===== config.mk =====
export PLATFORM = sky130hd
export DESIGN_NAME = adc_spi_responder
export DESIGN_NICKNAME = d
export VERILOG_FILES = /design/src/rtl/adc_spi_pkg.sv /design/src/rtl/sync_edge_det.sv /design/src/rtl/adc_spi_responder.sv
export SDC_FILE = /design/constraint.sdc
export NUM_CORES = 1
export LEC_CHECK = 0
export CAP_MARGIN = 15
export CORE_MARGIN = 8
export CORE_UTILIZATION = 39
export CTS_CLUSTER_SIZE = 28
export DETAILED_ROUTE_END_ITERATION = 12
export PLACE_DENSITY = 0.77
export SLEW_MARGIN = 20
export SYNTH_ARGS = -nofsm -noshare
export SYNTH_HDL_FRONTEND = slang
export SYNTH_SLANG_ARGS = --single-unit

===== constraint.sdc =====
create_clock -name CLOCK_50 -period 2.05 [get_ports CLOCK_50]
set_clock_uncertainty 0.05 [all_clocks]
set_input_delay 0.205 -clock CLOCK_50 [delete_from_list [all_inputs] [get_ports CLOCK_50]]
set_output_delay 0.205 -clock CLOCK_50 [all_outputs]
set_load 0.01 [all_outputs]

===== src/rtl/adc_spi_pkg.sv =====
// Shared constants and types for the SPI ADC responder (8-channel, 12-bit ADC emulation).
package adc_spi_pkg;

   localparam int NUM_CH      = 8;
   localparam int DATA_W      = 12;
   localparam int FRAME_BITS  = 16;
   localparam int SYNC_STAGES = 2;
   localparam int ADDR_W      = $clog2(NUM_CH);
   localparam int CNT_W       = $clog2(FRAME_BITS);
   localparam int LEAD_W      = FRAME_BITS - DATA_W;

   // Counter values (before increment) of SCLK rising edges 3..5, which carry ADD2..ADD0.
   localparam logic [CNT_W-1:0] ADDR_FIRST_CNT = CNT_W'(2);
   localparam logic [CNT_W-1:0] ADDR_LAST_CNT  = CNT_W'(2 + ADDR_W - 1);
   localparam logic [CNT_W-1:0] LAST_CNT       = CNT_W'(FRAME_BITS - 1);

   typedef enum logic {IDLE, ACTIVE} state_t;

endpackage


===== src/rtl/sync_edge_det.sv =====
// Multi-flop synchronizer for an asynchronous pin, with rise/fall pulses from the synchronized level.
module sync_edge_det #(
   parameter int SYNC_STAGES = 2,
   parameter bit RESET_VAL   = 1'b0
) (
   input  logic clk,
   input  logic rst_n,
   input  logic din,
   output logic level,
   output logic rise,
   output logic fall
);

   logic [SYNC_STAGES-1:0] sync_q;
   logic                   prev_q;

   always_ff @(posedge clk or negedge rst_n) begin
      if (!rst_n) begin
         sync_q <= {SYNC_STAGES{RESET_VAL}};
         prev_q <= RESET_VAL;
      end else begin
         sync_q <= {sync_q[SYNC_STAGES-2:0], din};
         prev_q <= sync_q[SYNC_STAGES-1];
      end
   end

   assign level = sync_q[SYNC_STAGES-1];
   assign rise  = level & ~prev_q;
   assign fall  = ~level & prev_q;

endmodule


===== src/rtl/adc_spi_responder.sv =====
// ADC-side SPI responder: returns the committed channel's sample as a 16-bit frame and
// captures the 3-bit channel address for the next frame from SADDR.
module adc_spi_responder
   import adc_spi_pkg::*;
(
   input  logic                     CLOCK_50,
   input  logic                     reset_n,
   input  logic                     adc_cs_n,
   input  logic                     adc_sclk,
   input  logic                     adc_saddr,
   output logic                     adc_sdat,
   output logic                     adc_sdat_oe,
   input  logic [NUM_CH*DATA_W-1:0] ch_data,
   output logic [ADDR_W-1:0]        cur_ch,
   output logic                     frame_done
);

   logic cs_lvl, cs_rise, cs_fall;
   logic sclk_lvl, sclk_rise, sclk_fall;
   logic saddr_lvl, saddr_rise, saddr_fall;
   logic unused_sync;

   // CS_N and SCLK idle high, so their synchronizers come out of reset high to avoid false edges.
   sync_edge_det #(.SYNC_STAGES(SYNC_STAGES), .RESET_VAL(1'b1)) u_cs (
      .clk(CLOCK_50), .rst_n(reset_n), .din(adc_cs_n),
      .level(cs_lvl), .rise(cs_rise), .fall(cs_fall));

   sync_edge_det #(.SYNC_STAGES(SYNC_STAGES), .RESET_VAL(1'b1)) u_sclk (
      .clk(CLOCK_50), .rst_n(reset_n), .din(adc_sclk),
      .level(sclk_lvl), .rise(sclk_rise), .fall(sclk_fall));

   sync_edge_det #(.SYNC_STAGES(SYNC_STAGES), .RESET_VAL(1'b0)) u_saddr (
      .clk(CLOCK_50), .rst_n(reset_n), .din(adc_saddr),
      .level(saddr_lvl), .rise(saddr_rise), .fall(saddr_fall));

   assign unused_sync = &{1'b0, cs_lvl, sclk_lvl, saddr_rise, saddr_fall};

   logic [DATA_W-1:0] ch_arr [NUM_CH];
   for (genvar k = 0; k < NUM_CH; k++) begin : g_ch
      assign ch_arr[k] = ch_data[k*DATA_W +: DATA_W];
   end

   state_t                state_q, state_d;
   logic [CNT_W-1:0]      cnt_q, cnt_d;
   logic [FRAME_BITS-1:0] shreg_q, shreg_d;
   logic [ADDR_W-1:0]     pend_q, pend_d;
   logic [ADDR_W-1:0]     commit_q, commit_d;
   logic [ADDR_W-1:0]     cur_ch_q, cur_ch_d;
   logic                  oe_q, oe_d;
   logic                  done_q, done_d;
   logic                  armed_q, armed_d;
   logic [FRAME_BITS-1:0] sel_word;

   assign sel_word = {{LEAD_W{1'b0}}, ch_arr[commit_q]};

   always_ff @(posedge CLOCK_50 or negedge reset_n) begin
      if (!reset_n) begin
         state_q  <= IDLE;
         cnt_q    <= '0;
         shreg_q  <= '0;
         pend_q   <= '0;
         commit_q <= '0;
         cur_ch_q <= '0;
         oe_q     <= 1'b0;
         done_q   <= 1'b0;
         armed_q  <= 1'b0;
      end else begin
         state_q  <= state_d;
         cnt_q    <= cnt_d;
         shreg_q  <= shreg_d;
         pend_q   <= pend_d;
         commit_q <= commit_d;
         cur_ch_q <= cur_ch_d;
         oe_q     <= oe_d;
         done_q   <= done_d;
         armed_q  <= armed_d;
      end
   end

   always_comb begin
      state_d  = state_q;
      cnt_d    = cnt_q;
      shreg_d  = shreg_q;
      pend_d   = pend_q;
      commit_d = commit_q;
      cur_ch_d = cur_ch_q;
      oe_d     = oe_q;
      done_d   = 1'b0;
      armed_d  = armed_q;
      case (state_q)
         IDLE: begin
            if (cs_fall) begin
               state_d  = ACTIVE;
               shreg_d  = sel_word;
               cur_ch_d = commit_q;
               oe_d     = 1'b1;
               cnt_d    = '0;
               pend_d   = '0;
               armed_d  = 1'b0;
            end
         end
         ACTIVE: begin
            if (cs_rise) begin
               // Abandoned partial frames lose their pending address; the committed one stays.
               state_d = IDLE;
               oe_d    = 1'b0;
               shreg_d = '0;
               cnt_d   = '0;
               pend_d  = '0;
               armed_d = 1'b0;
            end else if (sclk_rise) begin
               if (cnt_q >= ADDR_FIRST_CNT && cnt_q <= ADDR_LAST_CNT)
                  pend_d = {pend_q[ADDR_W-2:0], saddr_lvl};
               if (cnt_q == LAST_CNT) begin
                  cnt_d    = '0;
                  commit_d = pend_q;
                  done_d   = 1'b1;
                  armed_d  = 1'b1;
               end else begin
                  cnt_d = cnt_q + 1'b1;
               end
            end else if (sclk_fall) begin
               // The falling edge leading a selection (counter 0, nothing completed) is ignored.
               if (cnt_q != '0) begin
                  shreg_d = {shreg_q[FRAME_BITS-2:0], 1'b0};
               end else if (armed_q) begin
                  shreg_d  = sel_word;
                  cur_ch_d = commit_q;
               end
            end
         end
         default: state_d = IDLE;
      endcase
   end

   assign adc_sdat    = shreg_q[FRAME_BITS-1];
   assign adc_sdat_oe = oe_q;
   assign cur_ch      = cur_ch_q;
   assign frame_done  = done_q;

endmodule


======== Yosys cells after proc, flatten, opt, wreduce, memory -nomap -nowiden ========
Index checks and enable logic that the tools add are counted.
W data, S select, Z words.
operators by class
  $add $sub $neg .......................... 1
  multipliers ............................. 0
  div/mod/pow operators ................... 0
  $lt $le $gt $ge ......................... 3
  equality and inequality tests ........... 14
  shifts and indexed selects .............. 0
  mux-type cells .......................... 42
  bitwise logic cells ..................... 11
  reduce and logical (&&, ||, !) cells .... 9
operator list
  kind                   number
  $mux W16               6
  $bmux W12 S3           1
  $pmux W16 S2           1
  $mux W3                10
  $mux W12               2
  $mux W4                4
  $mux W1                12
  $ne A2 B2 Y1 const B   6
  $pmux W3 S2            2
  $ne A3 B3 Y1 const B   3
  $pmux W4 S2            1
  $reduce_and A4 Y1      2
  $ne A3 B2 Y1 const B   2
  $not A1 Y1             6
  $pmux W1 S2            3
  $reduce_and A3 Y1      2
  $reduce_and A6 Y1      1
  $add A4 B1 Y4 const B  1
  $and A1 B1 Y1          4
  $eq A4 B4 Y1 const B   1
  $ge A4 B2 Y1 const B   1
  $ge A4 B4 Y1 const B   1
  $le A4 B3 Y1 const B   1
  $ne A4 B2 Y1 const B   1
  5 further kinds        6
word-level totals
  register bits after elaboration ......... 41
  bits in latches ......................... 0
  memory bits (writable) .................. 0
  ROM bits ................................ 0
  word-level logic and storage cells ...... 94
  memories kept ........................... 0

======== Longest topological paths before layout ========
  word-level depth ........................ 10
  depth in mapped cells ................... 7
  depth with buffers taken out ............ 6

======== Hierarchy ========
From an unflattened synthesis, not the netlist that was laid out.
second synthesis, totals
  cell total of the unflattened synthesis .. 193
  area, all modules ....................... 2441.1 um^2
by module, submodules not included
  module                    times used  cells each  area each (um^2)  sequential area each (um^2)
  adc_spi_responder         1           178         2163.3            825.8
  sync_edge_det (u_cs ...)  2           5           93.8              78.8
  sync_edge_det (u_saddr)   1           5           90.1              75.1

======== Worst setup path before layout ========
No wires, ideal clock.
  path kind ............................... flip-flop to flip-flop
  start ................................... register commit_q[2]
  end ..................................... register shreg_q[1]
  setup time .............................. 0.126 ns
  data arrival time ....................... 1.790 ns
  required time ........................... 1.874 ns
  slack ................................... 0.084 ns
  cell stages (with the launch flop) ...... 6
  period minus slack after synthesis ...... 1.966 ns
  cell sequence ........................... dfrtp_1 > clkbuf_1 > clkbuf_1 > mux4_2 > mux2_2 > a221o_1
between the ends
  word-level cells in the longest chain between the ends .. 10
  elaborated cells between the ends (all ways) .. 11
  classes of those cells .................. mux (10); bitwise (1)
ends and longest elaborated chain
  what                                              line                      source
  start: declaration                                adc_spi_responder.sv:47   logic [ADDR_W-1:0] commit_q, commit_d;
  start signal: assignment                          adc_spi_responder.sv:72   commit_q <= commit_d;
  $not A3 Y4 (not written as such) (*)              adc_spi_responder.sv:54   assign sel_word = {{LEAD_W{1'b0}}, ch_arr[commit_q]};
  $bmux W12 S3 (*)                                  adc_spi_responder.sv:54
  $mux W12 (not written as such) (*) (2 in series)  adc_spi_responder.sv:54
  $mux W16                                          adc_spi_responder.sv:126  end else if (armed_q) begin
  $mux W16                                          adc_spi_responder.sv:124  if (cnt_q != '0) begin
  $mux W16                                          adc_spi_responder.sv:122  end else if (sclk_fall) begin
  $mux W16                                          adc_spi_responder.sv:111  end else if (sclk_rise) begin
  $mux W16                                          adc_spi_responder.sv:103  if (cs_rise) begin
  $pmux W16 S2 (*)                                  adc_spi_responder.sv:90   case (state_q)
  end signal: assignment                            adc_spi_responder.sv:70   shreg_q <= shreg_d;
  end: declaration                                  adc_spi_responder.sv:45   logic [FRAME_BITS-1:0] shreg_q, shreg_d;
Every way passes the cells marked *; elsewhere a longest branch is shown, timed or not. The select of a mux whose other input is x is not followed.
A chain may end at the register's enable or synchronous reset.

======== Worst setup path after layout ========
  start ................................... register commit_q[1]
  end ..................................... register shreg_q[6]
Same word-level chain as after synthesis.

==> metrics.cfg <==
[floorplan]
ios = 107
rows = 29
dieArea_sq_um = 9310
die_y_um = 96.5
die_w_um = 96.5
start_util = 0.400
design.core.area_sq_um = 6310

[clocking]
htreeDepth = 2
cts_setup_buffers = 0
clk_path_buf_depth = 2
cts_root_buf = clkbuf_8
cts.sinks = 41
path_clk_slew_ns = 0.07
worstSkewPairLatency_ns = 0.28
cts_tree = done
numCtsBuffers = 5

[critical_path]
critPathCaptureType = register
worstPathMaxFanout = 12
timing.reg2reg.setup_slack_ns = 0.08
rr_worst_depth = 4
required_ns = 2.17
critPathLaunchType = register
r2r_end = shreg_q[6]$_DFFE_PN0P_
worstReg2RegStart = commit_q[1]$_DFFE_PN0P_
worstSetupPathType = reg2reg
arrival_ns = 2.09

[global_route]
overflow = 0
grt_antenna_before_repair = 0
grt_pass1_vias = 2275
grt_pass1_wl_mm = 11.8
grt_max_degree = 26
grtUsageTotal = 0.166

[logic_synthesis]
synthCells = 186
synth_area_sq_um = 2530
ys_types = 42
ys_seq_elements = 41
synthArstFlopShare = 1.00
synth-seq-area-share = 0.409
ys_top_cells_by_area = dfrtp_1 35%, mux4_2 14%, mux4_1 8.3%, mux2_2 6.7%, dfstp_2 6.2%
yosys_warnings = 0
syn_area_per_cell_sq_um = 13.6
synth_nets = 290
synth_ff_type = dfrtp_1
synth_edf_count = 0
synth_top_area_cell = dfrtp_1
synth_top_area_frac = 0.347

[power_and_ir_drop]
switching_share = 0.234
power_density_nw_per_um2 = 561
p_sw_mw = 0.507
pwr-share-comb = 0.260
clkPwrFrac = 0.299
power.share.sequential = 0.441
p_leak_nw = 1.60
p_int_mw = 1.66
ir_drop_uv = 613
total_power_mw = 2.16

[timing]
slew_violations = 0
setup_viol = 0
fmax_mhz = 508
final.min_clock_period_ns = 1.97
final-hold-violation-count = 0
setup_tns_ns = 0
rsz0062_at_grt = false
relSlewSlack = 0.632
layout_worst_path_cycle_share = 0.961
worstMarginPinSlew_ns = 0.551

[layout]
fin_util = 0.611
antenna_cells = 0
fin_nets = 402
fill_cells = 508
syn_to_final_growth_pct = 52.7
drive_gt1_frac = 0.211

[routing]
viasPerCell = 5.61
drc_errors = 0
drt_first_pass_iters = 4
antenna_left = 0
drtIter0Drc = 67
wire_per_inst_um = 20.1
vias = 2110
wirelength_mm = 7.56

[placement]
portBuffers = 106
gp_congestion = 0.859
dp_hpwl_mm = 6.07

[hold_path]
hold_class = in2async

[run_status]
run_status = finished clean

[flow_run]
maxCapViolCount = 0

timing repair:
item / 4_1_cts / 5_1_grt
gates resized for setup: 0 / 3
hold buffers: 1 / 0
endpoints found under the hold margin: 10 / 0
endpoints found under the setup margin: 0 / 12
how the worst max path moves through the flow:
| stage | from | cells after the start | endpoint |
|---|---|---|---|
| after CTS | commit_q[1]$_DFFE_PN0P_ | 4 | shreg_q[6]$_DFFE_PN0P_ |
| after global routing | commit_q[1]$_DFFE_PN0P_ | 4 | shreg_q[6]$_DFFE_PN0P_ |
| after global placement | commit_q[1]$_DFFE_PN0P_ | 4 | shreg_q[6]$_DFFE_PN0P_ |
| final | commit_q[1]$_DFFE_PN0P_ | 4 | shreg_q[6]$_DFFE_PN0P_ |
| after detailed placement | commit_q[1]$_DFFE_PN0P_ | 4 | shreg_q[4]$_DFFE_PN0P_ |
| after floorplan | commit_q[2]$_DFFE_PN0P_ | 5 | shreg_q[1]$_DFFE_PN0P_ |
kinds of logic (layout without fill, tap and decap cells):
logic type               Yosys count  after routing  share of synthesized area
AND/OR/NAND/NOR                   43             43                      0.105
AO/OA/AOI/OAI                     37             37                      0.121
multiplexers                      42             42                      0.306
flip-flops                        41             41                      0.409
adder cells (fa/ha/maj)            3              3                     0.0149
buffers and inverters             20            133                     0.0446
per-stage QoR:
stage	area (sq um)	cells	hold slack, ns	setup slack (ns)
global placement	3700	366	0.0497	0.0789
global route	3860	376	0.277	0.00276
detailed placement	3700	366	0.0533	0.0477
floorplan	2530	186	-0.141	0.0838
finish	3860	376	0.274	0.0798
CTS	3830	375	0.277	0.0324
critical path, cell delays in order (launching register included):
cell and delay [ns]:
dfrtp_2 0.44, buf_12 0.18, mux4_1 0.58, mux2_2 0.28
a221o_1 0.32
flip-flops by register name, summed over array words and instances (netlist names):
signal	cells
adc_sdat_oe	1
armed_q	1
cnt_q	4
commit_q	3
cur_ch	3
frame_done	1
pend_q	3
shreg_q	16
state_q	1
u_cs.prev_q	1
u_cs.sync_q	2
u_saddr.sync_q	2
u_sclk.prev_q	1
u_sclk.sync_q	2
synth_stat cells (4+ instances only):
cell type and number:
nand2b_1 4, and3_1 14, a22o_1 7, dfrtp_1 35, nand2_1 6, clkbuf_1 5
buf_2 5, dfstp_2 6, mux4_2 16, inv_1 4, mux2_2 15, a221o_1 11
mux4_1 8
routing by layer:
| layer | track usage | wire, um |
|---|---|---|
| met4 | 0.0530 | 163 |
| met1 | 0.187 | 2920 |
| met5 | 0 | 0 |
| met2 | 0.300 | 3960 |
| met3 | 0.0394 | 515 |
final cells by class:
type,instances,area (sq um),area share
Inverter,5,18.8,0.00487
Clock buffer,7,86.3,0.0224
Clock inverter,1,30.0,0.00778
Multi-Input combinational cell,125,1390,0.359
Tap cell,77,96.3,0.0250
Timing Repair Buffer,120,1210,0.313
Sequential cell,41,1030,0.268
power by group through the flow:
stage | combinational [mW] | clock (mW) | sequential, mW
6_report | 0.562 | 0.647 | 0.954
5_1_grt | 0.615 | 0.700 | 0.966
4_1_cts | 0.560 | 0.665 | 0.954
3_5_place_dp | 0.555 | 0 | 0.966
3_3_place_gp | 0.539 | 0 | 0.965
2_1_floorplan | 0.256 | 0 | 0.955
placed cells by master, fill, tap and decap left out, types with 3 or more instances in the layout:
cell type	n
nand3_1	3
mux4_1	8
and3_1	13
mux2_1	3
mux2_2	15
mux4_2	16
a22o_1	7
buf_4	10
clkbuf_8	6
nand2_1	6
a221o_1	11
clkdlybuf4s50_1	105
inv_1	4
a21oi_1	3
dfrtp_1	34
nand2b_1	4
dfstp_2	6
nor2b_1	3
ha_1	3
o21ai_1	3
Power figures use the tool's default switching activity.
